[src/rtl/booth_csa_accum_if.sv]
// Request/result bundle for booth_csa_accum: the start handshake, the operands,
// and the carry-save (sum, carry) result pair.
interface booth_csa_accum_if #(
  parameter int WIDTH = 32
);
  logic               start;
  logic [WIDTH-1:0]   a;
  logic [WIDTH-1:0]   b;
  logic               busy;
  logic               done;
  logic [2*WIDTH-1:0] sum_vec;
  logic [2*WIDTH-1:0] carry_vec;

  modport master (
    output start, a, b,
    input  busy, done, sum_vec, carry_vec
  );

  modport slave (
    input  start, a, b,
    output busy, done, sum_vec, carry_vec
  );
endinterface

[src/rtl/booth_csa_accum.sv]
// Iterative radix-4 Booth multiplier front end: one digit per clock into a
// carry-save accumulator. Optional macro BOOTH_EARLY_EXIT_EN stops once the remaining digits are zero.
module booth_csa_accum #(
  parameter int WIDTH = 32
) (
  input  logic               clk,
  input  logic               rst,
  booth_csa_accum_if.slave   bus
);
  localparam int PW = 2 * WIDTH;
  localparam int ND = WIDTH / 2;
  localparam int CW = $clog2(ND) + 1;

  typedef enum logic [1:0] {S_IDLE, S_RUN, S_DONE} state_t;

  state_t          state_q, state_d;
  logic [PW-1:0]   mcand_q, mcand_d;   // a sign-extended, pre-shifted by 2i
  logic [WIDTH:0]  mplr_q,  mplr_d;    // {b,0} arithmetic-shifted right by 2i
  logic [PW-1:0]   sum_q,   sum_d;
  logic [PW-1:0]   carry_q, carry_d;
  logic [CW-1:0]   idx_q,   idx_d;

  logic [PW-1:0]   m2, pp, sum_nx, maj, carry_nx;
  logic [2:0]      digit;
  logic            last_digit;

  assign digit = mplr_q[2:0];
  assign m2    = {mcand_q[PW-2:0], 1'b0};

  always_comb begin
    pp = '0;
    unique case (digit)
      3'b001, 3'b010: pp = mcand_q;
      3'b011:         pp = m2;
      3'b100:         pp = ~m2 + PW'(1);
      3'b101, 3'b110: pp = ~mcand_q + PW'(1);
      default:        pp = '0;
    endcase
  end

  // 3:2 compression; the carry word is stored already aligned
  assign sum_nx   = sum_q ^ carry_q ^ pp;
  assign maj      = (sum_q & carry_q) | (sum_q & pp) | (carry_q & pp);
  assign carry_nx = {maj[PW-2:0], 1'b0};

`ifdef BOOTH_EARLY_EXIT_EN
  // mplr_q[WIDTH:2] holds b[WIDTH-1:2i+1] plus sign copies; all-equal means no
  // nonzero digits remain after this one.
  assign last_digit = (&mplr_q[WIDTH:2]) | ~(|mplr_q[WIDTH:2]) ||
                      (idx_q == CW'(ND - 1));
`else
  assign last_digit = (idx_q == CW'(ND - 1));
`endif

  always_comb begin
    state_d = state_q;
    mcand_d = mcand_q;
    mplr_d  = mplr_q;
    sum_d   = sum_q;
    carry_d = carry_q;
    idx_d   = idx_q;
    unique case (state_q)
      S_IDLE, S_DONE: begin
        state_d = S_IDLE;
        if (bus.start) begin
          mcand_d = {{WIDTH{bus.a[WIDTH-1]}}, bus.a};
          mplr_d  = {bus.b, 1'b0};
          sum_d   = '0;
          carry_d = '0;
          idx_d   = '0;
          state_d = S_RUN;
        end
      end
      S_RUN: begin
        sum_d   = sum_nx;
        carry_d = carry_nx;
        mcand_d = {mcand_q[PW-3:0], 2'b00};
        mplr_d  = {{2{mplr_q[WIDTH]}}, mplr_q[WIDTH:2]};
        idx_d   = idx_q + CW'(1);
        if (last_digit) state_d = S_DONE;
      end
      default: state_d = S_IDLE;
    endcase
  end

  always_ff @(posedge clk or posedge rst) begin
    if (rst) begin
      state_q <= S_IDLE;
      mcand_q <= '0;
      mplr_q  <= '0;
      sum_q   <= '0;
      carry_q <= '0;
      idx_q   <= '0;
    end else begin
      state_q <= state_d;
      mcand_q <= mcand_d;
      mplr_q  <= mplr_d;
      sum_q   <= sum_d;
      carry_q <= carry_d;
      idx_q   <= idx_d;
    end
  end

  assign bus.busy      = (state_q == S_RUN);
  assign bus.done      = (state_q == S_DONE);
  assign bus.sum_vec   = sum_q;
  assign bus.carry_vec = carry_q;
endmodule

[src/flat_wrapper.sv]
// flat-port wrapper written by rule: the top's interface ports become plain ports
module booth_csa_accum_flat 
#(
  parameter int WIDTH = 32
)
  (clk, rst, bus_start, bus_a, bus_b, bus_busy, bus_done, bus_sum_vec, bus_carry_vec);
  booth_csa_accum_if #(.WIDTH(WIDTH)) bus_i ();
  input  logic clk;
  input  logic rst;
  input wire logic [$bits(bus_i.start)-1:0] bus_start;
  input wire logic [$bits(bus_i.a)-1:0] bus_a;
  input wire logic [$bits(bus_i.b)-1:0] bus_b;
  output wire logic [$bits(bus_i.busy)-1:0] bus_busy;
  output wire logic [$bits(bus_i.done)-1:0] bus_done;
  output wire logic [$bits(bus_i.sum_vec)-1:0] bus_sum_vec;
  output wire logic [$bits(bus_i.carry_vec)-1:0] bus_carry_vec;
  assign bus_i.start = bus_start;
  assign bus_i.a = bus_a;
  assign bus_i.b = bus_b;
  assign bus_busy = bus_i.busy;
  assign bus_done = bus_i.done;
  assign bus_sum_vec = bus_i.sum_vec;
  assign bus_carry_vec = bus_i.carry_vec;
  booth_csa_accum #(.WIDTH(WIDTH)) u_core (.clk(clk), .rst(rst), .bus(bus_i));
endmodule
[config.mk]
export PLATFORM = sky130hd
export DESIGN_NAME = booth_csa_accum_flat
export DESIGN_NICKNAME = d
export VERILOG_FILES = /design/src/rtl/booth_csa_accum_if.sv /design/src/rtl/booth_csa_accum.sv /design/src/flat_wrapper.sv
export SDC_FILE = /design/constraint.sdc
export NUM_CORES = 1
export LEC_CHECK = 0
export CAP_MARGIN = 20
export CORE_MARGIN = 1.5
export CORE_UTILIZATION = 40
export CTS_CLUSTER_DIAMETER = 100
export DETAILED_ROUTE_END_ITERATION = 12
export PLACE_DENSITY = 0.71
export SLEW_MARGIN = 10
export SYNTH_ARGS = -nofsm -noshare
export SYNTH_HDL_FRONTEND = slang
export SYNTH_SLANG_ARGS = --single-unit
[constraint.sdc]
create_clock -name clk -period 11.3 [get_ports clk]
set_clock_uncertainty 0.15 [all_clocks]
set_input_delay 2.825 -clock clk [delete_from_list [all_inputs] [get_ports clk]]
set_output_delay 2.825 -clock clk [all_outputs]
set_load 0.02 [all_outputs]
==> qor.yml <==
syn_area_per_cell_um2: 8.709
dp.cells: 2160
pwr_density_cell_nw_per_um2: 352.8
grt-busiest-layer: "met2"
io_buffers: 195
chipWidth_um: 192.3
yosysWarnings: 0
clkTransAtPathRegs_ns: 0.06
final_nets: 1865
crit_fanout: 47
hold_class: "flop to flop"
cts_root_buf: "clkbuf_16"
final_area_um2: 17360
die_area_um2: 36960
cap_violations: 0
drtIter0Drc: 845
start_util: 0.4047
antenna_left: 0
drive_gt1_frac: 0.05701
clock_tree.buffer_depth: 3
setup_viol: 0
status: "complete, no violations"
dr.pass1.iters: 6
path_cells: "nand2b_4 -> clkinv_2 -> clkdlybuf4s50_1"
timing.fmax_mhz: 191.2
worstPathRequired_ns: 8.33
rsz0062_at_grt: "false"
cpMaxStageDelayCell: "clkdlybuf4s50_1"
dpl-instance-area_um2: 16390
vias_per_cell: 5.512
num_antenna_cells: 0
crit_path_end_kind: "output port"
hold_slack_ns: 0.3272
hpwl_mm: 25.55
grt_use_met2: 0.3354
io_pins: 197
grtUsageMet1: 0.2935
period_minus_slack_ns: 5.231
synth_edf_count: 0
grt_max_degree: 104
area_growth_pct: 21.21
maxSlewHeadroom: 0.2329
rows: 69
core_um2: 35400
final_cells: 2215
synthFlopType: "dfrtp_1"
numCtsBuffers: 28
crit_path_max_incr_delay_ns: 0.64
gp_congestion: 0.8207
clk_latency_ns: 0.54
num_vias: 12210
grt_use_met3: 0.04692
ys_async_sr_fraction: 1.000
synth-seq-cells: 231
grt_pass1_wl_mm: 63.97
critPathKind: "flop to output port"
fin_crit_sh: 0.4629
yosysSeqAreaShare: 0.4035
p_leak_nw: 7.225
postCtsSetupRepairBufs: 0
htreeDepth: 1
synthCells: 1645
final_max_slew_viol_count: 0
cts_tree: "done"
ir_drop_uv: 174.3
routedWlPerCell_um: 17.73
drc_errors: 0
first_global_vias: 11900
wl_mm: 39.27
antenna_found_initial: 0
grt_usage: 0.2140
cts_resized: 0
hold_buffers: 0
syn_area_um2: 14330
worstPathArrival_ns: 2.26
worstMarginPinSlew_ns: 1.140
startpoint_type: "flop"
fin_tns_setup_ns: 0
hold_violations: 0
grt_overflow: 0
cts.sinks: 231
synth_nets: 1778
synth_cell_types: 63
die_y_um: 192.3
-- cell families after synthesis --
family / count (synthesis) / share of synthesized area
flip-flops: 231 / 0.4035
AO/OA/AOI/OAI: 417 / 0.1863
other: 1 / 0.0002618
buffers and inverters: 290 / 0.07878
XOR/XNOR: 106 / 0.06480
multiplexers: 10 / 0.007423
AND/OR/NAND/NOR: 524 / 0.1688
adder cells (fa/ha/maj): 66 / 0.09013
-- cell usage after synthesis, types with 3 or more instances --
cell type / count / area, um2
nand2_1: 340 / 1276
dfrtp_1: 231 / 5781
o21ai_0: 190 / 950.9
clkbuf_1: 133 / 499.2
inv_1: 129 / 484.2
a22oi_1: 62 / 465.5
fa_1: 62 / 1241
nor2_1: 58 / 217.7
xnor2_1: 56 / 490.5
xor2_1: 50 / 437.9
a221o_1: 38 / 380.4
a21oi_1: 32 / 160.2
nor3_1: 24 / 120.1
o22ai_1: 21 / 131.4
buf_2: 14 / 70.07
o211ai_1: 13 / 97.59
o221ai_1: 13 / 113.9
nand3_1: 12 / 60.06
or3_1: 12 / 75.07
nand2b_1: 11 / 68.82
o21ai_1: 11 / 55.05
a221oi_1: 10 / 87.58
nand4_1: 9 / 56.30
a22o_1: 8 / 70.07
buf_1: 7 / 26.28
and2_1: 6 / 37.54
nor3_2: 6 / 60.06
and3_1: 5 / 31.28
mux2_2: 5 / 56.30
mux2i_1: 5 / 50.05
nor2b_1: 5 / 31.28
o31ai_1: 5 / 37.54
a21o_1: 4 / 30.03
ha_1: 4 / 50.05
nand4b_1: 4 / 35.03
nor4_4: 4 / 85.08
a222oi_1: 3 / 30.03
nand3b_1: 3 / 22.52
nor3b_1: 3 / 22.52
nor4_1: 3 / 18.77
nor4_2: 3 / 37.54
or3_4: 3 / 33.78
or4_1: 3 / 22.52
-- registers in the layout, indices dropped and copies added, names as in the netlist --
name	count
u_core.bus.carry_vec	63
u_core.mcand_q	64
u_core.bus.sum_vec	64
u_core.state_q	2
u_core.mplr_q	33
u_core.idx_q	5
-- power breakdown --
group          total, mW  internal, mW  leakage [nW]  switching [mW]
logic               3.43          1.44          3.92            1.99
registers           1.79          1.27          2.86           0.523
clock network      0.906         0.542         0.449           0.363
total               6.13          3.24          7.23            2.88
-- worst max-delay path, delay by kind of cell, from the launching register on --
family | cells | cell delay (ns)
buf+inv | 2 | 0.83
flops | 1 | 0.47
simple gates | 1 | 0.41
-- stage by stage --
| stage | utilization | setup slack [ns] | power [mW] |
|---|---|---|---|
| floorplan | - | 1.992 | 4.085 |
| global placement | 0.4630 | 5.588 | 5.066 |
| detailed placement | 0.4630 | 5.539 | 5.233 |
| CTS | 0.4890 | 6.029 | 6.178 |
| global route | 0.4906 | 5.898 | 6.709 |
| finish | 0.4906 | 6.069 | 6.126 |
-- layout make-up --
type	count	area [um2]
well taps	461	576.8
clock inverters	10	108.9
repair buffers	215	2133
inverters	132	504.2
multi-input cells	1124	7442
fillers	3319	18030
flip-flops and latches	231	5784
clock buffers	42	814.5
-- cell usage in the layout, fill, tap and decap left out, drive strengths merged, types with 38 or more instances in the layout --
| cell | instances |
|---|---|
| o21ai | 201 |
| a22oi | 62 |
| fa | 62 |
| nor2 | 58 |
| clkbuf | 42 |
| xnor2 | 56 |
| nand2 | 340 |
| xor2 | 50 |
| clkdlybuf4s50 | 195 |
| a221o | 38 |
| inv | 130 |
| dfrtp | 231 |
-- routing by layer --
metal,vias up,wire (um),share of wire
li1,5707,-,-
met1,5988,16780,0.43
met5,-,0,0
met2,442,18140,0.46
met3,72,3204,0.082
met4,0,1134,0.029
-- path summary, 6_finish.rpt --
path | start | end | slack [ns] | cells after the start
worst min register to register | u_core.idx_q[3] | u_core.idx_q[3] | 0.33 | 1
worst max register to register | u_core.mplr_q[1] | u_core.bus.sum_vec[61] | 7.19 | 10
max in group asynchronous | rst | u_core.bus.sum_vec[38] | 7.10 | 3
worst max-delay path | u_core.state_q[0] | bus_busy | 6.07 | 3
worst min-delay path | u_core.idx_q[3] | u_core.idx_q[3] | 0.33 | 1
min in group asynchronous | rst | u_core.mplr_q[27] | 2.67 | 2
Power figures use the tool's default switching activity.
